==> src/rtl/vga_scan_engine_if.sv <==
// Pin-level bundle between the VGA scan engine, its framebuffer read port and the DAC.
// master = scan engine, slave = memory/DAC side.
interface vga_scan_engine_if;
    logic [31:0] datain;
    logic [31:0] dir;
    logic [7:0]  r;
    logic [7:0]  g;
    logic [7:0]  b;
    logic        o_hs;
    logic        o_vs;
    logic        o_blank;
    logic        o_sync;
    logic        o_clk;
    logic        frame_start;

    modport master (
        input  datain,
        output dir, r, g, b, o_hs, o_vs, o_blank, o_sync, o_clk, frame_start
    );

    modport slave (
        output datain,
        input  dir, r, g, b, o_hs, o_vs, o_blank, o_sync, o_clk, frame_start
    );
endinterface

==> src/rtl/vga_scan_engine.sv <==
// VGA scan engine: pixel-tick divider, h/v fetch counters, linear framebuffer address and
// a MEM_LAT-tick alignment pipe so sync/blank land on the pins together with returned pixel data.
module vga_scan_engine #(
    parameter int          HACTIVE = 640,
    parameter int          HFP     = 16,
    parameter int          HSYN    = 96,
    parameter int          HBP     = 48,
    parameter int          VACTIVE = 480,
    parameter int          VFP     = 10,
    parameter int          VSYN    = 2,
    parameter int          VBP     = 33,
    parameter int          DIV     = 2,
    parameter int          MEM_LAT = 1,
    parameter bit          HS_POL  = 1'b0,
    parameter bit          VS_POL  = 1'b0,
    parameter logic [31:0] BASE    = 32'h0
) (
    input  logic             clk,
    input  logic             rst,
    vga_scan_engine_if.master vga
);

    localparam int HSS  = HSYN + HBP;
    localparam int HSE  = HSS + HACTIVE;
    localparam int HMAX = HSE + HFP;
    localparam int VSS  = VSYN + VBP;
    localparam int VSE  = VSS + VACTIVE;
    localparam int VMAX = VSE + VFP;

    localparam int HW = $clog2(HMAX);
    localparam int VW = $clog2(VMAX);
    localparam int CW = $clog2(DIV);

    localparam logic [CW-1:0] CNT_LAST = CW'(DIV - 1);
    localparam logic [CW-1:0] CNT_HALF = CW'(DIV / 2);
    localparam logic [HW-1:0] HX_LAST  = HW'(HMAX - 1);
    localparam logic [HW-1:0] HSYN_END = HW'(HSYN);
    localparam logic [HW-1:0] HSS_P    = HW'(HSS);
    localparam logic [HW-1:0] HSE_P    = HW'(HSE);
    localparam logic [VW-1:0] VY_LAST  = VW'(VMAX - 1);
    localparam logic [VW-1:0] VSYN_END = VW'(VSYN);
    localparam logic [VW-1:0] VSS_P    = VW'(VSS);
    localparam logic [VW-1:0] VSE_P    = VW'(VSE);

    logic [CW-1:0]      cnt;
    logic [CW-1:0]      cnt_nxt;
    logic               tick;
    logic               o_clk_q;
    logic [HW-1:0]      hx;
    logic [HW-1:0]      hx_nxt;
    logic [VW-1:0]      vy;
    logic [VW-1:0]      vy_nxt;
    logic               hs_r;
    logic               vs_r;
    logic               act_r;
    logic               act_pre;
    logic [31:0]        dir_q;
    logic               frame_start_q;
    logic [MEM_LAT-1:0] hs_sr;
    logic [MEM_LAT-1:0] vs_sr;
    logic [MEM_LAT-1:0] act_sr;
    logic [23:0]        rgb_q;
    logic               unused_hi;

    always_comb begin
        tick    = (cnt == CNT_LAST);
        cnt_nxt = tick ? '0 : cnt + 1'b1;
        hx_nxt  = (hx == HX_LAST) ? '0 : hx + 1'b1;
        vy_nxt  = vy;
        if (hx == HX_LAST) begin
            vy_nxt = (vy == VY_LAST) ? '0 : vy + 1'b1;
        end
        hs_r  = (hx < HSYN_END);
        vs_r  = (vy < VSYN_END);
        act_r = (hx >= HSS_P) && (hx < HSE_P) && (vy >= VSS_P) && (vy < VSE_P);
    end

    // o_clk is registered from the next count so its rising edge lands on the tick edge
    always_ff @(posedge clk or posedge rst) begin
        if (rst) begin
            cnt     <= '0;
            o_clk_q <= 1'b0;
        end else begin
            cnt     <= cnt_nxt;
            o_clk_q <= (cnt_nxt < CNT_HALF);
        end
    end

    always_ff @(posedge clk or posedge rst) begin
        if (rst) begin
            hx            <= '0;
            vy            <= '0;
            dir_q         <= BASE;
            frame_start_q <= 1'b0;
        end else begin
            frame_start_q <= tick && (hx == HX_LAST) && (vy == VY_LAST);
            if (tick) begin
                hx <= hx_nxt;
                vy <= vy_nxt;
                if ((hx_nxt == HSS_P) && (vy_nxt == VSS_P)) begin
                    dir_q <= BASE;
                end else if (act_r) begin
                    dir_q <= dir_q + 32'd1;
                end
            end
        end
    end

    // Colour is loaded one stage before the pipe tail so it leaves together with blank/syncs
    generate
        if (MEM_LAT == 1) begin : g_lat1
            assign act_pre = act_r;
        end else begin : g_latn
            assign act_pre = act_sr[MEM_LAT-2];
        end
    endgenerate

    always_ff @(posedge clk or posedge rst) begin
        if (rst) begin
            hs_sr  <= '0;
            vs_sr  <= '0;
            act_sr <= '0;
            rgb_q  <= '0;
        end else if (tick) begin
            hs_sr[0]  <= hs_r;
            vs_sr[0]  <= vs_r;
            act_sr[0] <= act_r;
            for (int i = 1; i < MEM_LAT; i++) begin
                hs_sr[i]  <= hs_sr[i-1];
                vs_sr[i]  <= vs_sr[i-1];
                act_sr[i] <= act_sr[i-1];
            end
            rgb_q <= act_pre ? vga.datain[23:0] : 24'h0;
        end
    end

    assign vga.o_hs        = hs_sr[MEM_LAT-1] ? HS_POL : ~HS_POL;
    assign vga.o_vs        = vs_sr[MEM_LAT-1] ? VS_POL : ~VS_POL;
    assign vga.o_blank     = act_sr[MEM_LAT-1];
    assign vga.r           = rgb_q[23:16];
    assign vga.g           = rgb_q[15:8];
    assign vga.b           = rgb_q[7:0];
    assign vga.o_sync      = 1'b0;
    assign vga.o_clk       = o_clk_q;
    assign vga.dir         = dir_q;
    assign vga.frame_start = frame_start_q;
    assign unused_hi       = ^vga.datain[31:24];

endmodule

==> src/flat_wrapper.sv <==
// flat-port wrapper written by rule: the top's interface ports become plain ports
module vga_scan_engine_flat 
#(
    parameter int          HACTIVE = 640,
    parameter int          HFP     = 16,
    parameter int          HSYN    = 96,
    parameter int          HBP     = 48,
    parameter int          VACTIVE = 480,
    parameter int          VFP     = 10,
    parameter int          VSYN    = 2,
    parameter int          VBP     = 33,
    parameter int          DIV     = 2,
    parameter int          MEM_LAT = 1,
    parameter bit          HS_POL  = 1'b0,
    parameter bit          VS_POL  = 1'b0,
    parameter logic [31:0] BASE    = 32'h0
)
  (clk, rst, vga_datain, vga_dir, vga_r, vga_g, vga_b, vga_o_hs, vga_o_vs, vga_o_blank, vga_o_sync, vga_o_clk, vga_frame_start);
  vga_scan_engine_if vga_i ();
  input  logic clk;
  input  logic rst;
  input wire logic [$bits(vga_i.datain)-1:0] vga_datain;
  output wire logic [$bits(vga_i.dir)-1:0] vga_dir;
  output wire logic [$bits(vga_i.r)-1:0] vga_r;
  output wire logic [$bits(vga_i.g)-1:0] vga_g;
  output wire logic [$bits(vga_i.b)-1:0] vga_b;
  output wire logic [$bits(vga_i.o_hs)-1:0] vga_o_hs;
  output wire logic [$bits(vga_i.o_vs)-1:0] vga_o_vs;
  output wire logic [$bits(vga_i.o_blank)-1:0] vga_o_blank;
  output wire logic [$bits(vga_i.o_sync)-1:0] vga_o_sync;
  output wire logic [$bits(vga_i.o_clk)-1:0] vga_o_clk;
  output wire logic [$bits(vga_i.frame_start)-1:0] vga_frame_start;
  assign vga_i.datain = vga_datain;
  assign vga_dir = vga_i.dir;
  assign vga_r = vga_i.r;
  assign vga_g = vga_i.g;
  assign vga_b = vga_i.b;
  assign vga_o_hs = vga_i.o_hs;
  assign vga_o_vs = vga_i.o_vs;
  assign vga_o_blank = vga_i.o_blank;
  assign vga_o_sync = vga_i.o_sync;
  assign vga_o_clk = vga_i.o_clk;
  assign vga_frame_start = vga_i.frame_start;
  vga_scan_engine #(.HACTIVE(HACTIVE), .HFP(HFP), .HSYN(HSYN), .HBP(HBP), .VACTIVE(VACTIVE), .VFP(VFP), .VSYN(VSYN), .VBP(VBP), .DIV(DIV), .MEM_LAT(MEM_LAT), .HS_POL(HS_POL), .VS_POL(VS_POL), .BASE(BASE)) u_core (.clk(clk), .rst(rst), .vga(vga_i));
endmodule
==> config.mk <==
export PLATFORM = sky130hd
export DESIGN_NAME = vga_scan_engine_flat
export DESIGN_NICKNAME = d
export VERILOG_FILES = /design/src/rtl/vga_scan_engine_if.sv /design/src/rtl/vga_scan_engine.sv /design/src/flat_wrapper.sv
export SDC_FILE = /design/constraint.sdc
export NUM_CORES = 1
export LEC_CHECK = 0
export ABC_AREA = 1
export CAP_MARGIN = 40
export CORE_MARGIN = 2
export CORE_UTILIZATION = 48
export CTS_CLUSTER_DIAMETER = 100
export CTS_CLUSTER_SIZE = 25
export DETAILED_ROUTE_END_ITERATION = 10
export HOLD_SLACK_MARGIN = 0.02
export PLACE_DENSITY_LB_ADDON = 0.08
export SYNTH_ARGS = -nofsm -noshare
export SYNTH_HDL_FRONTEND = slang
export SYNTH_SLANG_ARGS = --single-unit
==> constraint.sdc <==
create_clock -name clk -period 2.7 [get_ports clk]
set_input_delay 0.54 -clock clk [delete_from_list [all_inputs] [get_ports clk]]
set_output_delay 0.54 -clock clk [all_outputs]
set_load 0.01 [all_outputs]
# [After elaboration in Yosys (flattened, before gate mapping)]
# Index checks and enable logic that the tools add are counted.
[classes] n_addsub=4 n_reduce_logical=8 mul=0 magnitude_cmp=7 shifts=0 bitwise_logic=0 muxes=9 n_div=0 eq_ne=4
[ops] operator="$mux W32" n=2
[ops] operator="$add A32 B1 Y32 const B" n=1
[ops] operator="$mux W10" n=3
[ops] operator="$mux W24" n=1
[ops] operator="$add A10 B1 Y10 const B" n=2
[ops] operator="$eq A10 B10 Y1 const B" n=2
[ops] operator="$lt A10 B10 Y1 const B" n=2
[ops] operator="$eq A10 B6 Y1 const B" n=1
[ops] operator="$eq A10 B8 Y1 const B" n=1
[ops] operator="$ge A10 B6 Y1 const B" n=1
[ops] operator="$ge A10 B8 Y1 const B" n=1
[ops] operator="$lt A10 B2 Y1 const B" n=1
[ops] operator="$lt A10 B7 Y1 const B" n=1
[ops] operator="$logic_and A1 B1 Y1" n=6
[ops] operator="$mux W1" n=3
[ops] operator="$reduce_and A2 Y1" n=1
[ops] operator="$reduce_bool A2 Y1" n=1
[ops] operator="$add A1 B1 Y1 const B" n=1
[ops] operator="$lt A1 B1 Y1 const B" n=1
[totals] word_cells=42 romBits=0 ramBits=0 ff_bits=82 output_inout_bits=62 latchBits=0 inputBits=34 memories=0

# [Longest topological paths before layout]
# Gate-level depths: netlist of the first run.
[logic_depth] ltp_word=7 depth_mapped=15 depth_no_buf=13

# [Worst setup path after synthesis of the first run]
# OpenSTA, ideal clock, no wires.
[synth_path] path_type="reg2reg" start="register u_core.hx[0]" end="register u_core.dir_q[5] (netlist: u_core.vga.dir[5])" stages_incl_launch_ff=15 setup_ps=119 n_path_buf=2 arrival_time_ps=1988 required_ps=2581 setup_slack_ps=593 period_less_slack_ps=2107 path_cell_list="dfrtp_1 -> ha_1 -> nand3_1 -> nor2_4 -> nand2_2 -> buf_6 -> nand2_1 -> nand2_1 -> nor2_1 -> nand3_1 -> nor2_4 -> nand3_4 -> buf_6 -> nand3_2 -> nand2_1"
[synth_via] elab_chain_cells=6 word_cells_on_any_way=15 cone_classes="add/sub: 1; order compare: 2; eq/ne: 3; mux: 3; reduce/logical: 6"
[synth_lines] item="start: declaration" line_no="vga_scan_engine.sv:49" source="logic [HW-1:0] hx;"
[synth_lines] item="start signal: assignment" line_no="vga_scan_engine.sv:98" source="hx <= hx_nxt;"
[synth_lines] item="$add A10 B1 Y10 (tied with other cells)" line_no="vga_scan_engine.sv:68" source="hx_nxt = (hx == HX_LAST) ? '0 : hx + 1'b1;"
[synth_lines] item="$mux W10 (tied with other cells)" line_no="vga_scan_engine.sv:68"
[synth_lines] item="$eq A10 B8 Y1 (tied with other cells)" line_no="vga_scan_engine.sv:100" source="if ((hx_nxt == HSS_P) && (vy_nxt == VSS_P)) begin"
[synth_lines] item="$logic_and A1 B1 Y1, on equally long branches" line_no="vga_scan_engine.sv:100, vga_scan_engine.sv:75"
[synth_lines] item="$reduce_bool A2 Y1 (no line)"
[synth_lines] item="$reduce_and A2 Y1 (no line)"
[synth_lines] item="end signal: assignment" line_no="vga_scan_engine.sv:103" source="dir_q <= dir_q + 32'd1;"
[synth_lines] item="end: declaration" line_no="vga_scan_engine.sv:57" source="logic [31:0] dir_q;"
# Parallel ways exist; a longest one is shown, timed or not.
# A chain may end at the register's enable or synchronous reset.

# [Final worst setup path of the first run]
[layout_path] start="register u_core.vy[0]" end="register u_core.dir_q[18] (netlist: u_core.vga.dir[18])"
[layout_via] elab_chain_cells=7 word_cells_on_any_way=13 cone_classes="add/sub: 1; order compare: 2; eq/ne: 2; mux: 3; reduce/logical: 5"
[layout_lines] item="start: declaration" line_no="vga_scan_engine.sv:51" source="logic [VW-1:0] vy;"
[layout_lines] item="start signal: assignment" line_no="vga_scan_engine.sv:99" source="vy <= vy_nxt;"
[layout_lines] item="$add A10 B1 Y10 / $eq A10 B10 Y1 (equally long branches)" line_no="vga_scan_engine.sv:71" source="vy_nxt = (vy == VY_LAST) ? '0 : vy + 1'b1;"
[layout_lines] item="$mux W10" line_no="vga_scan_engine.sv:71"
[layout_lines] item="$mux W10" line_no="vga_scan_engine.sv:70" source="if (hx == HX_LAST) begin"
[layout_lines] item="$eq A10 B6 Y1" line_no="vga_scan_engine.sv:100"
[layout_lines] item="$logic_and A1 B1 Y1" line_no="vga_scan_engine.sv:100"
[layout_lines] item="$reduce_bool A2 Y1 (no line)"
[layout_lines] item="$reduce_and A2 Y1 (no line)"
# Parallel ways exist; a longest one is shown, timed or not.

==> out/metrics.cfg, run 1 <==
[outcome]
outcome = finished clean

[cts]
cts_max_path_buffers = 2
h-tree-depth = 3
cts_root_buf = clkbuf_8
clk_pin_slew_ps = 80
cts_sinks = 82
cts_hold_buf = 0
clk_latency_ps = 350
numCtsBuffers = 9
cts_tree = done

[sta]
fin_ws_ps = 239
period_minus_slack_ps = 2460
final.setup_skew_ps = 8.79
fin_setup_tns_ps = 0
tightestPinTransition_ps = 568
hold_viol_final = 0
timing.final.crit_share = 0.912
maxSlewHeadroom = 0.618
drv_slew = 0
setup_viol = 0
fmax_mhz = 406
rsz0062_at_grt = no

[synth]
synthArstFlopShare = 1.00
synth_cells = 644
yosys_warnings = 0
syn-num-nets = 684
netlist_area_um2 = 5110
synth.top_cell.area_share = 0.402
yosys-top-cells-count = 162 x nand2_1, 82 x dfrtp_1, 59 x inv_1
post_synth.cell_area_avg_um2 = 7.93
synth_edf_count = 0
synth.most_common_cell = nand2_1
ys_seq_elements = 82
synth_top_cell_by_area = dfrtp_1
synth_area_leaders = dfrtp_1 40%, nand2_1 12%, nand3_2 6.1%
ys_types = 33
yosysSeqAreaShare = 0.402
ys.flop_type = dfrtp_1

[critical_path]
crit_path_frequent_cell = nand3_1
cp_slowest_cell = dfrtp_1
path_cells = ha_1, inv_1, nor2_2, nand3_1, nand3_1, nand2_1, nor2_1, nand3_1, nor2_4, nand3_4, buf_12, nand3_1, nand2_1
path_delay_family = simple AND/OR/NAND/NOR gates
r2r_cells = 13
path_max_fanout = 32
arrival_ps = 2710
reg2reg_setup_slack_ps = 240
critical_path_class = reg -> reg
cp-end-kind = flop
path_depth = 13
worstReg2RegStart = u_core.vy[0]$_DFFE_PP0P_
worstPathBufferInverterCount = 2
max_stage_delay_ps = 490
r2r_end = u_core.vga.dir[18]$_DFFE_PP0P_
start_kind = flop
required_ps = 2940

[global_route]
grt.overflow.total = 0
grt_pass1_vias = 4460
antenna_found_initial = 0
grt_pass1_wl_um = 22800
grt.total_usage = 0.251
grt_max_degree = 83

[run]
cap_violations = 0

[die]
core_area_um2 = 10300
chipHeight_um = 107
die_area_um2 = 11500
fp-row-count = 37
start_util = 0.495
die_w_um = 107
pin_count = 96

[place]
io_buffers = 86
gp_congestion = 0.913
dp_hpwl_um = 9380
dp_slack_ps = 130

[routing]
totalWireLength_um = 13500
vias = 4643
ant_nets = 0
routed_via_density = 5.41
avgRoutedWirePerCell_um = 15.8
drt-pass1-iter-count = 4
drt-initial-drc-count = 256
route.detailed.drc = 0

[final_layout]
areaGrowthSynthToFinish_pct = 23.5
multi_input_area_um2 = 2650
n_antenna_cell = 0
final-seq-area_um2 = 2050
fin_util = 0.611
nets = 757
drive_gt1_frac = 0.102
nFillCells = 958

[power_and_ir_drop]
pwr_density_cell_nw_per_um2 = 382
vdd_drop_max_v = 0.000238
p_leak_nw = 2.94

[hold_path]
hold_end = u_core.vga.o_blank$_DFFE_PP0P_
hold_depth = 2
worstHoldStart = u_core.vga.o_blank$_DFFE_PP0P_
hp-class = reg -> reg

## flip-flops by register name, summed over array words and instances, names as in the netlist
register and cells:
u_core.cnt 1, u_core.hs_sr 1, u_core.vga.o_clk 1, u_core.vga.dir 32, u_core.hx 10, u_core.vga.o_blank 1
u_core.rgb_q 24, u_core.vga.frame_start 1, u_core.vs_sr 1, u_core.vy 10
## logic make-up after synthesis
| kind of cell | share of synthesized area |
|---|---|
| other | 0.000734 |
| and+or+nand+nor | 0.372 |
| DFF | 0.402 |
| xor gates and xnor gates | 0.0514 |
| buffers and inverters | 0.0838 |
| AOI/OAI and AO/OA | 0.0755 |
| adders and majority gates | 0.0147 |
## metrics by stage
step           area (um2)  total power [W]  hold WS (ps)  instances
2_1_floorplan        5110          0.00127           349        644
3_3_place_gp         6040          0.00132           472        842
3_5_place_dp         6040          0.00132           481        842
4_1_cts              6290          0.00244           512        858
5_1_grt              6310          0.00253           536        858
6_report             6310          0.00241           509        858
## layout make-up
type,count,area share
multi-input cells,468,0.419
flip-flops and latches,82,0.326
repair buffers,93,0.151
inverters,63,0.0377
well taps,136,0.0270
clock buffers,10,0.0218
clock inverters,6,0.0178
## power by group
part           switching [W]  internal [W]  total (W)
clock               0.000476      0.000644    0.00112
combinational      0.0000299     0.0000344  0.0000643
sequential                 0       0.00123    0.00123
total               0.000506       0.00190    0.00241
## worst register-to-register path, stage by stage, from the launching register on
cell and delay (ps):
dfrtp_1 490, ha_1 320, inv_1 100, nor2_2 240, nand3_1 100, nand3_1 90, nand2_1 80, nor2_1 150
nand3_1 130, nor2_4 220, nand3_4 100, buf_12 200, nand3_1 90, nand2_1 50
## cell usage in the layout (no fill, tap or decap), types with 2 or more instances in the layout
cell type / count
buf_4: 4
nand3b_1: 13
inv_2: 4
clkinv_2: 2
buf_12: 3
o21bai_1: 2
bufinv_16: 3
dfrtp_2: 2
a21o_1: 2
inv_1: 58
nor2_4: 5
nand3_1: 53
o21ai_0: 25
xnor2_1: 8
a22o_1: 24
nand4_1: 33
nor2_1: 50
ha_1: 6
xor2_1: 22
nand3_2: 31
nand2_1: 162
clkbuf_8: 10
nand2_2: 2
nor4_1: 4
nor2_2: 2
nor3_1: 15
dfrtp_1: 80
clkdlybuf4s50_1: 86
## layer usage
metal / track usage / share of wire / vias to the layer above
met5: 0 / 0 / -
met4: 0.0612 / 0.0075 / 0
met3: 0.0766 / 0.074 / 8
met2: 0.366 / 0.44 / 139
met1: 0.363 / 0.48 / 2208
li1: - / - / 2288
## worst max path at each step
stage                             startpoint                             end  slack, ps
floorplan                                rst            u_core.cnt$_DFF_PP0_         50
CTS                 u_core.hx[0]$_DFFE_PP0P_  u_core.vga.dir[25]$_DFFE_PP0P_        110
global route        u_core.vy[0]$_DFFE_PP0P_  u_core.vga.dir[20]$_DFFE_PP0P_          2
global placement    u_core.hx[0]$_DFFE_PP0P_  u_core.vga.dir[24]$_DFFE_PP0P_        190
finish              u_core.vy[0]$_DFFE_PP0P_  u_core.vga.dir[18]$_DFFE_PP0P_        240
detailed placement  u_core.hx[0]$_DFFE_PP0P_  u_core.vga.dir[10]$_DFFE_PP0P_        130
## repair_timing
| action | CTS | global route |
|---|---|---|
| setup endpoints to repair | 0 | 32 |
| buffers inserted | 0 | 0 |
| resized for setup | 0 | 5 |
No activity file was read; power rests on OpenSTA's default activity.
==> inputs of run 2 (changes only) <==
--- a/config.mk
+++ b/config.mk
@@ -12,8 +12,8 @@
 export CTS_CLUSTER_DIAMETER = 100
 export CTS_CLUSTER_SIZE = 25
 export DETAILED_ROUTE_END_ITERATION = 10
-export HOLD_SLACK_MARGIN = 0.02
-export PLACE_DENSITY_LB_ADDON = 0.08
+export HOLD_SLACK_MARGIN = 0.06
+export PLACE_DENSITY = 0.77
 export SYNTH_ARGS = -nofsm -noshare
 export SYNTH_HDL_FRONTEND = slang
 export SYNTH_SLANG_ARGS = --single-unit
==> out/metrics.cfg, run 2 (synthesis results as in run 1) <==
[critical_path]
arrival_ps = 2770
critical_path_class = reg -> reg
path_cells = ha_2, nand3_1, nor2_4, nand2_4, nand2_1, nand2_1, nor2_1, nand3_1, nor2_4, nand3_4, buf_12, nand3_1, nand2_1
worstPathBufferInverterCount = 1
max_stage_delay_ps = 450
cp_slowest_cell = dfrtp_1
path_max_fanout = 32
cp-end-kind = flop
start_kind = flop
required_ps = 2960
path_delay_family = simple AND/OR/NAND/NOR gates

[place]
io_buffers = 86
gp_congestion = 0.928
dp_hpwl_um = 9330
placedCellCount = 842

[die]
fp-row-count = 37
pin_count = 96
core_area_um2 = 10300
chipHeight_um = 107
die_area_um2 = 11500
die_w_um = 107
start_util = 0.495

[power_and_ir_drop]
combPwrFrac = 0.028
power.total_w = 0.00228
p_leak_nw = 2.92
p_sw_w = 0.000564
vdd_drop_max_v = 0.000196
power_frac_seq = 0.538
p_clk_frac = 0.434
pwr_density_cell_nw_per_um2 = 363
p_int_w = 0.00172
swShare = 0.247

[routing]
route.detailed.drc = 0
routed-wl-met3_um = 890
totalWireLength_um = 13300
wl_met2_um = 5970
top_layer = met4
wl_met1_um = 6320
routed_via_density = 5.46
avgRoutedWirePerCell_um = 15.5
drt-initial-drc-count = 335
ant_nets = 0
vias = 4681
drt-pass1-iter-count = 5

[run]
cap_violations = 0

[final_layout]
largest_register_ffs = 32
drive_gt1_frac = 0.104
multi_input_area_um2 = 2650
layout_commonest_cell = nand2_1
nets = 757
final_cell_mix = 162 x nand2_1, 86 x clkdlybuf4s50_1, 81 x dfrtp_1
final-seq-area_um2 = 2050
stdcell_count = 858
n_antenna_cell = 0
nFillCells = 922
areaGrowthSynthToFinish_pct = 23.0

[global_route]
grt_pass1_vias = 4417
grt.overflow.total = 0
grt.total_usage = 0.242
antenna_found_initial = 0
grt_pass1_wl_um = 22100
grt_max_degree = 54

[hold_path]
hp-class = reg -> reg

[cts]
numCtsBuffers = 9
cts_max_path_buffers = 2
post_cts_buffers = 0
clk_latency_ps = 370
cts_root_buf = clkbuf_8
cts_sinks = 82
clk_pin_slew_ps = 90
cts_tree = done
cts-resized-gates = 0
cts_hold_buf = 0
h-tree-depth = 3

[sta]
rsz0062_at_grt = no
final.setup_skew_ps = 9.37
fmax_mhz = 399
setup_viol = 0
timing.final.crit_share = 0.928
fin_setup_tns_ps = 0
hold_ws_ps = 502
maxSlewHeadroom = 0.592
drv_slew = 0
period_minus_slack_ps = 2510
tightestPinTransition_ps = 611
hold_viol_final = 0

[outcome]
outcome = finished clean

run 2: per-layer routing:
layer / up-vias / GRT usage
met5: - / 0
met4: 0 / 0.0751
met3: 11 / 0.0444
met2: 181 / 0.353
met1: 2207 / 0.362
li1: 2282 / -
run 2: path summary, 6_finish.rpt:
kind | cells past startpoint | to | slack (ps) | start
max | 13 | u_core.vga.dir[18]$_DFFE_PP0P_ | 190 | u_core.hx[1]$_DFFE_PP0P_
min | 2 | u_core.vga.o_blank$_DFFE_PP0P_ | 500 | u_core.vga.o_blank$_DFFE_PP0P_
max reg2reg | 13 | u_core.vga.dir[18]$_DFFE_PP0P_ | 190 | u_core.hx[1]$_DFFE_PP0P_
min reg2reg | 2 | u_core.vga.o_blank$_DFFE_PP0P_ | 500 | u_core.vga.o_blank$_DFFE_PP0P_
max in group asynchronous | 3 | u_core.hx[0]$_DFFE_PP0P_ | 1490 | rst
min in group asynchronous | 2 | u_core.rgb_q[20]$_DFFE_PP0P_ | 550 | rst
run 2: worst register-to-register path, delay by kind of cell, from the launching register on:
| family | cells | cell delay, ps |
|---|---|---|
| flops | 1 | 450 |
| fa+ha+maj | 1 | 260 |
| simple gates | 11 | 1490 |
| buf+inv | 1 | 190 |
run 2: stage by stage:
| stage | worst slack, ps | utilization | cell area, um2 |
|---|---|---|---|
| final | 193 | 0.608 | 6280 |
| after global routing | 21.9 | 0.608 | 6280 |
| after CTS | 126 | 0.606 | 6260 |
| after detailed placement | 156 | 0.585 | 6040 |
| after global placement | 237 | 0.585 | 6040 |
| after floorplan | 51.6 | - | 5110 |
run 2: power groups by stage:
stage	combinational (W)	clock, W	sequential, W
final	0.0000635	0.000989	0.00123
after CTS	0.0000659	0.000999	0.00123
after global placement	0.0000648	0	0.00125
after global routing	0.0000713	0.00106	0.00123
after detailed placement	0.0000656	0	0.00125
after floorplan	0.0000195	0	0.00125
run 2: final cells by class:
cell class,instances,share of cell area
clock buffers,9,0.0197
flip-flops and latches,82,0.327
well taps,136,0.0271
clock inverters,7,0.0149
repair buffers,93,0.151
multi-input cells,468,0.422
inverters,63,0.0378
==> inputs of run 3 (changes only) <==
--- a/config.mk
+++ b/config.mk
@@ -10,10 +10,11 @@
 export CORE_MARGIN = 2
 export CORE_UTILIZATION = 48
 export CTS_CLUSTER_DIAMETER = 100
-export CTS_CLUSTER_SIZE = 25
+export CTS_CLUSTER_SIZE = 8
 export DETAILED_ROUTE_END_ITERATION = 10
 export HOLD_SLACK_MARGIN = 0.06
 export PLACE_DENSITY = 0.77
+export RECOVER_POWER = 25
 export SYNTH_ARGS = -nofsm -noshare
 export SYNTH_HDL_FRONTEND = slang
 export SYNTH_SLANG_ARGS = --single-unit
==> out/metrics.cfg, run 3 (synthesis results as in run 1) <==
[place]
gp_congestion = 0.928
dp_hpwl_um = 9330
dp_slack_ps = 156
io_buffers = 86
placedCellCount = 842

[sta]
fin_ws_ps = 186
fin_setup_tns_ps = 0
setup_viol = 0
period_minus_slack_ps = 2510
rsz0062_at_grt = no
drv_slew = 35
timing.final.crit_share = 0.931
tightestPinTransition_ps = 1560
final.setup_skew_ps = 9.35
maxSlewHeadroom = -0.0426
fmax_mhz = 398
hold_viol_final = 0

[routing]
ant_nets = 0
vias = 4687
drt-pass1-iter-count = 5
route.detailed.drc = 0
routed_via_density = 5.46
totalWireLength_um = 13300
drt-initial-drc-count = 370
avgRoutedWirePerCell_um = 15.5

[die]
core_area_um2 = 10300
die_area_um2 = 11500
start_util = 0.495
chipHeight_um = 107
fp-row-count = 37
die_w_um = 107
pin_count = 96

[cts]
cts_max_path_buffers = 2
cts_tree = done
h-tree-depth = 3
cts_root_buf = clkbuf_8
numCtsBuffers = 9
post_cts_buffers = 0
clk_pin_slew_ps = 100
cts_sinks = 82
clk_latency_ps = 370

[outcome]
violations = max-capacitance violations, max-slew violations
outcome = finished with violations

[critical_path]
start_kind = flop
path_max_fanout = 32
critical_path_class = reg -> reg
arrival_ps = 2770
required_ps = 2960
cp-end-kind = flop

[power_and_ir_drop]
p_leak_nw = 2.91
power.total_w = 0.00228
vdd_drop_max_v = 0.000196
pwr_density_cell_nw_per_um2 = 363

[global_route]
grt_max_degree = 54
grt.total_usage = 0.242
grt.overflow.total = 0
grt_pass1_vias = 4417
grt_pass1_wl_um = 22100
antenna_found_initial = 0

[final_layout]
n_antenna_cell = 0
areaGrowthSynthToFinish_pct = 22.9
layout_commonest_cell = nand2_1
nets = 757
stdcell_count = 858
drive_gt1_frac = 0.104
final_cell_mix = 162 x nand2_1, 85 x clkdlybuf4s50_1, 81 x dfrtp_1
largest_register_ffs = 32

[run]
cap_violations = 1

[hold_path]
hp-class = reg -> reg

run 3: changes by cell type in the layout (fill, tap and decap cells not counted), sizes merged:
| cell | previous run | this run |
|---|---|---|
| buf | 7 | 6 |
| clkdlybuf4s50 | 86 | 85 |
| dlygate4sd3 | 0 | 1 |
| clkinvlp | 1 | 2 |
| clkbuf | 9 | 10 |
| clkinv | 2 | 1 |
run 3: what timing repair did:
item / CTS / global route
endpoints found under the setup margin: 0 / 32
hold buffers: 0 / 0
resized for setup: 0 / 6
run 3: per-stage QoR:
| step | util | hold slack [ps] | cell area, um2 |
|---|---|---|---|
| after floorplan | - | 349 | 5110 |
| after global placement | 0.585 | 466 | 6040 |
| after detailed placement | 0.585 | 478 | 6040 |
| after CTS | 0.606 | 507 | 6260 |
| after global routing | 0.608 | 525 | 6280 |
| final | 0.608 | 501 | 6280 |
run 3: worst max-delay path, stage by stage (launching register included):
cell	delay, ps
dfrtp_1	450
ha_2	260
nand3_1	150
nor2_4	200
nand2_4	160
nand2_1	90
nand2_1	90
nor2_1	150
nand3_1	130
nor2_4	220
nand3_4	90
buf_12	200
nand3_1	100
nand2_1	60
run 3: final timing paths:
path / start / depth (start not counted) / slack (ps) / to
setup / recovery: u_core.hx[1]$_DFFE_PP0P_ / 13 / 190 / u_core.vga.dir[18]$_DFFE_PP0P_
hold / removal: u_core.vga.o_blank$_DFFE_PP0P_ / 2 / 500 / u_core.vga.o_blank$_DFFE_PP0P_
setup reg to reg: u_core.hx[1]$_DFFE_PP0P_ / 13 / 190 / u_core.vga.dir[18]$_DFFE_PP0P_
hold reg to reg: u_core.vga.o_blank$_DFFE_PP0P_ / 2 / 500 / u_core.vga.o_blank$_DFFE_PP0P_
max in group asynchronous: rst / 3 / 860 / u_core.hx[0]$_DFFE_PP0P_
min in group asynchronous: rst / 2 / 990 / u_core.rgb_q[14]$_DFFE_PP0P_
run 3: layout make-up:
| cell class | count | area, um2 |
|---|---|---|
| Clock inverter | 7 | 93.8 |
| Clock buffer | 9 | 124 |
| Tap cell | 136 | 170 |
| Inverter | 63 | 238 |
| Multi-Input combinational cell | 468 | 2650 |
| Fill cell | 923 | 4050 |
| Sequential cell | 82 | 2050 |
| Timing Repair Buffer | 93 | 948 |
run 3: where the power goes:
group          leakage, nW  internal [W]  switching [W]
Clock                0.107      0.000455       0.000532
Sequential            1.12       0.00123              0
Combinational         1.68     0.0000342      0.0000291
run 3: per-layer routing:
| layer | GRT usage | share of wire |
|---|---|---|
| met5 | 0 | 0 |
| met1 | 0.362 | 0.47 |
| met2 | 0.353 | 0.45 |
| met4 | 0.0751 | 0.0098 |
| met3 | 0.0444 | 0.072 |
==> edit 1, RTL diff (config.mk and constraints of run 2) <==
Make the reset (`rst`) synchronous in 3 clocked blocks.
--- a/src/rtl/vga_scan_engine.sv
+++ b/src/rtl/vga_scan_engine.sv
@@ -76,7 +76,7 @@
     end
 
     // o_clk is registered from the next count so its rising edge lands on the tick edge
-    always_ff @(posedge clk or posedge rst) begin
+    always_ff @(posedge clk) begin
         if (rst) begin
             cnt     <= '0;
             o_clk_q <= 1'b0;
@@ -86,7 +86,7 @@
         end
     end
 
-    always_ff @(posedge clk or posedge rst) begin
+    always_ff @(posedge clk) begin
         if (rst) begin
             hx            <= '0;
             vy            <= '0;
@@ -115,7 +115,7 @@
         end
     endgenerate
 
-    always_ff @(posedge clk or posedge rst) begin
+    always_ff @(posedge clk) begin
         if (rst) begin
             hs_sr  <= '0;
             vs_sr  <= '0;
Function: differs if rst is asserted again (counterexample within 4 cycles, from zero or initial values and one cycle with rst high); with rst held inactive, the same outputs for 10 cycles.
==> edit 1 against run 2 <==
- setup slack improved by 31 ps
- first-iteration DRC count rose by 9.3%
- sequential cell count did not move
- largest power group unchanged
- critical path type unchanged
- final area fell by 3.2%
- critical endpoint is now u_core.vga.dir[11]$_SDFFE_PP0P_
- critical path depth rose by 2
- power rose by 0.11%
- wire length rose by 3.0%
- area after synthesis fell by 5.4%
- fmax rose by 1.2%
==> edit 1: results (changes against run 2) <==
[worst_setup_path]
path_delay_family = simple AND/OR/NAND/NOR gates
critPathArrivalTime_ps = 2750  ; -20 ps
cp_slowest_cell = dfxtp_1
r2r_cells = 15  ; +2
cp_max_fo = 20  ; -38%
cpPeakStageDelay_ps = 440
worstSetupStartpointType = flop
r2r-start = u_core.hx[0]$_SDFFE_PP0P_
worst_r2r_endpoint = u_core.vga.dir[11]$_SDFFE_PP0P_

[yosys]
yosysSeqAreaShare = 0.340  ; -0.0620
synth_xor_area_frac = 0.0236  ; -0.0279
syn_nets = 786  ; +15%
async_flop_share = 0  ; -1.00
yosysWarnings = 0  ; unchanged
synth_fa_ha_area_frac = 0.0155  ; +0.000837
synth-compound-area-share = 0.0945  ; +0.0191
synthTopCellsByArea = dfxtp_1 (34%), nand2_1 (17%), nand3_1 (8.4%)
synth_common_cells = nand2_1 (219), inv_1 (90), dfxtp_1 (82), nand3_1 (81), nor2_1 (75)
ys.flop_type = dfxtp_1

[place]
hpwl_um = 10000  ; +7.2%
placed_area_um2 = 5850  ; -3.1%
port_buffers = 86  ; unchanged
dp_slack_ps = 155  ; -1.57 ps
gp_congestion = 0.906  ; -2.4%

[cells_and_area]
fin_nets = 871  ; +15%
diodes = 0  ; unchanged
drive_gt1_frac = 0.0885  ; -0.0154

[power_and_ir_drop]
p_leak_nw = 2.61  ; -11%
ir_drop_uv = 276  ; +41%
switching_power_mw = 0.575  ; +2.1%

[hold_path]
hp-start = u_core.rgb_q[2]$_SDFFE_PP0P_
hold_class = reg -> reg
holdPathEnd = u_core.rgb_q[2]$_SDFFE_PP0P_
holdPathStages = 1  ; -1

[timing]
finClkSkew_ps = 16.6  ; +7.22 ps
max_slew_margin = 0.510  ; -0.0815
timing.final.ws_setup_ps = 224  ; +30.8 ps
holdWs_ps = 467  ; -35.0 ps

[global_route]
grt_usage = 0.253  ; +0.0113
grt_pass1_wl_um = 22800  ; +2.8%
grt_max_degree = 33  ; -39%
grt_pass1_vias = 4944  ; +12%

[routing]
first_pass_iters = 8  ; +3
drt_iter0_drc = 366  ; +9.3%
wl_per_cell_um = 14.1  ; -8.8%
vias_per_cell = 5.44  ; -0.37%

[die]
coreArea_um2 = 9770  ; -5.3%

[clocking]
root_buffer = clkbuf_8
insertion_delay_ps = 370  ; about the same
cts_made_buffers = 9  ; unchanged

[run_status]
run_status = finished, final reports clean

[edit 1: cell count changes in the layout (fill, tap and decap cells not counted), sizes merged, moves of 13 or more]
cell   change
nor2      +40
dfrtp     -82
dfxtp     +82
o22ai     +13
nand4     -18
inv       +33
a22o      -24
a32o      +24
nand2     +57
[edit 1: stage by stage]
stage	std cells	power, mW
detailed placement	951	1.35
CTS	967	2.29
global route	969	2.36
finish	969	2.28
floorplan	746	1.29
global placement	951	1.35
[edit 1: layout make-up]
class / count / area (um2)
Clock buffer: 9 / 124
Clock inverter: 7 / 81.3
Fill cell: 911 / 3690
Inverter: 97 / 364
Multi-Input combinational cell: 537 / 2670
Sequential cell: 82 / 1640
Tap cell: 133 / 166
Timing Repair Buffer: 104 / 1030
[edit 1: timing repair]
action,CTS,global route
hold endpoints to repair,0,0
setup endpoints to repair,0,32
resized for setup,0,1
buffers inserted,0,2
[edit 1: power by group through the flow]
stage	clock (mW)	combinational, mW	sequential (mW)
2_1_floorplan	0	0.0447	1.25
3_3_place_gp	0	0.102	1.25
3_5_place_dp	0	0.106	1.25
4_1_cts	0.967	0.106	1.22
5_1_grt	1.02	0.114	1.22
6_report	0.956	0.106	1.22
[edit 1: cells by family after synthesis]
kind of cell               after synthesis
other                                    1
DFF                                     82
adders and majority gates                6
buffers and inverters                  127
and+or+nand+nor                        455
AOI/OAI and AO/OA                       62
xor gates and xnor gates                13
[edit 1: metal layers]
| metal | wire [um] | global-route usage | share of wire | up-vias |
|---|---|---|---|---|
| li1 | - | - | - | 2597 |
| met5 | 0 | 0 | 0 | - |
| met2 | 6440 | 0.438 | 0.47 | 252 |
| met1 | 5690 | 0.307 | 0.42 | 2396 |
| met3 | 1260 | 0.0508 | 0.092 | 22 |
| met4 | 304 | 0.0985 | 0.022 | 0 |
==> edit 2, RTL diff (config.mk and constraints of run 2) <==
Made on the original files. `VFP` is set to 10 in 2 places; all go to 20.
--- a/src/rtl/vga_scan_engine.sv
+++ b/src/rtl/vga_scan_engine.sv
@@ -6,7 +6,7 @@
     parameter int          HSYN    = 96,
     parameter int          HBP     = 48,
     parameter int          VACTIVE = 480,
-    parameter int          VFP     = 10,
+    parameter int          VFP     = 20,
     parameter int          VSYN    = 2,
     parameter int          VBP     = 33,
     parameter int          DIV     = 2,
--- a/src/flat_wrapper.sv
+++ b/src/flat_wrapper.sv
@@ -6,7 +6,7 @@
     parameter int          HSYN    = 96,
     parameter int          HBP     = 48,
     parameter int          VACTIVE = 480,
-    parameter int          VFP     = 10,
+    parameter int          VFP     = 20,
     parameter int          VSYN    = 2,
     parameter int          VBP     = 33,
     parameter int          DIV     = 2,
Check against the original RTL: same outputs for any inputs over 10 cycles, from zero or initial values and one cycle with rst high; that may be too few to reach the edited logic, so the function may still have changed.
==> edit 2 against run 2 <==
- power down 7.6%
- sequential cell count stayed put
- sequential share of layout area is 1.4 points higher
- die area shrank 5.0%
- setup slack better by 92 ps
- critical path type unchanged
- wire length decreased by 6.2%
- area after synthesis down 5.2%
- largest cell class unchanged
- largest power group unchanged
- final area shrank 4.2%
==> edit 2: results (changes against run 2) <==
[run_status]
run_status = finished, final reports clean

[clocking]
cts_setup_buffers = 0  ; unchanged
clk_pin_slew_worst_paths_ps = 80
htree_levels = 3  ; unchanged
cts_made_buffers = 9  ; unchanged
root_buffer = clkbuf_8
cts_resized = 0  ; unchanged
insertion_delay_ps = 360
clockBufferDepth = 2  ; unchanged

[yosys]
synth_common_cells = nand2_1 (204), dfrtp_1 (82), inv_1 (71), nor2_1 (57), nand3_1 (47)
async_flop_share = 1.00  ; unchanged
yosysSeqAreaShare = 0.424  ; +0.0222
ys_types = 31  ; -6.1%
synthTopCellsByArea = dfrtp_1 (42%), nand2_1 (16%), inv_1 (5.5%)
syn_nets = 690  ; +0.88%
yosysWarnings = 0  ; unchanged

[timing]
worst_slew_pin_slew_ps = 521  ; -90.9 ps
hold_viol_final = 0  ; unchanged
finClkSkew_ps = 9.26  ; -0.111 ps
setup_viol = 0  ; unchanged

[global_route]
grt_pass1_vias = 4431  ; +0.32%
grt_usage = 0.237  ; -0.00466
grt_pass1_wl_um = 21100  ; -4.8%
grt_max_degree = 52  ; -3.7%
antenna_found_initial = 0  ; unchanged

[routing]
first_pass_iters = 5  ; unchanged
via_count = 4592  ; -1.9%
final_antenna_net_count = 0  ; unchanged
wl_um = 12500  ; -6.2%
drc = 0  ; unchanged
drt_iter0_drc = 343  ; +2.4%

[cells_and_area]
diodes = 0  ; unchanged
fin_nets = 771  ; +1.8%
largest_reg_flops = 32  ; unchanged
drive_gt1_frac = 0.0490  ; -0.0549

[worst_setup_path]
cp_slowest_cell = dfrtp_1
cpPeakStageDelay_ps = 430  ; -20 ps
critPathArrivalTime_ps = 2670  ; -100 ps
cp_max_fo = 32  ; unchanged

[place]
placed_area_um2 = 5830  ; -3.5%
gp_congestion = 0.978  ; +5.4%
hpwl_um = 8940  ; -4.1%
port_buffers = 86  ; unchanged
dp_slack_ps = 153  ; -3.53 ps

[hold_path]
hold_class = in -> async

[power_and_ir_drop]
ir_drop_uv = 196  ; +0.31%
p_leak_nw = 2.99  ; +2.5%

## edit 2: kinds of logic after synthesis
family                   share of synthesized area
AND/OR/NAND/NOR                              0.336
buffers and inverters                       0.0858
flip-flops                                   0.424
AO/OA/AOI/OAI                               0.0788
XOR/XNOR                                    0.0561
adder cells (fa/ha/maj)                     0.0181
other                                     0.000775
## edit 2: routing by layer
metal / up-vias / wire, um / track usage
met3: 18 / 940 / 0.0495
met4: 0 / 191 / 0.0898
met1: 2125 / 5730 / 0.323
li1: 2271 / - / -
met2: 178 / 5620 / 0.371
met5: - / 0 / 0
## edit 2: final cells by class
| type | count | area [um2] |
|---|---|---|
| well taps | 133 | 166 |
| flip-flops and latches | 82 | 2050 |
| fillers | 883 | 3760 |
| clock inverters | 5 | 30.0 |
| inverters | 73 | 275 |
| clock buffers | 11 | 141 |
| multi-input cells | 468 | 2390 |
| repair buffers | 96 | 961 |
## edit 2: where the power goes
part           internal (mW)  leakage (nW)  switching (mW)  total, mW
registers               1.23          1.12               0       1.23
logic                 0.0381          1.78          0.0307     0.0688
clock network          0.355        0.0851           0.455      0.810
## edit 2: critical path: cells and delay by family, from the launching register on
kind / cells / cell delay [ps]
DFF: 1 / 430
and+or+nand+nor: 13 / 1600
adders and majority gates: 1 / 260
## edit 2: final timing paths
check / depth (start not counted) / slack, ps / to / startpoint
hold reg to reg: 2 / 500 / u_core.vga.o_blank$_DFFE_PP0P_ / u_core.vga.o_blank$_DFFE_PP0P_
hold / removal: 2 / 490 / u_core.rgb_q[0]$_DFFE_PP0P_ / rst
setup reg to reg: 14 / 290 / u_core.vga.dir[13]$_DFFE_PP0P_ / u_core.hx[0]$_DFFE_PP0P_
min in group clk: 2 / 500 / u_core.vga.o_blank$_DFFE_PP0P_ / u_core.vga.o_blank$_DFFE_PP0P_
max in group asynchronous: 3 / 1680 / u_core.hx[7]$_DFFE_PP0P_ / rst
setup / recovery: 14 / 290 / u_core.vga.dir[13]$_DFFE_PP0P_ / u_core.hx[0]$_DFFE_PP0P_
## edit 2: per-stage QoR
step	util	power (mW)	cells
final	0.616	2.11	868
after CTS	0.614	2.12	868
after global placement	0.596	1.32	852
after floorplan	-	1.27	649
after detailed placement	0.596	1.32	852
after global routing	0.616	2.18	868
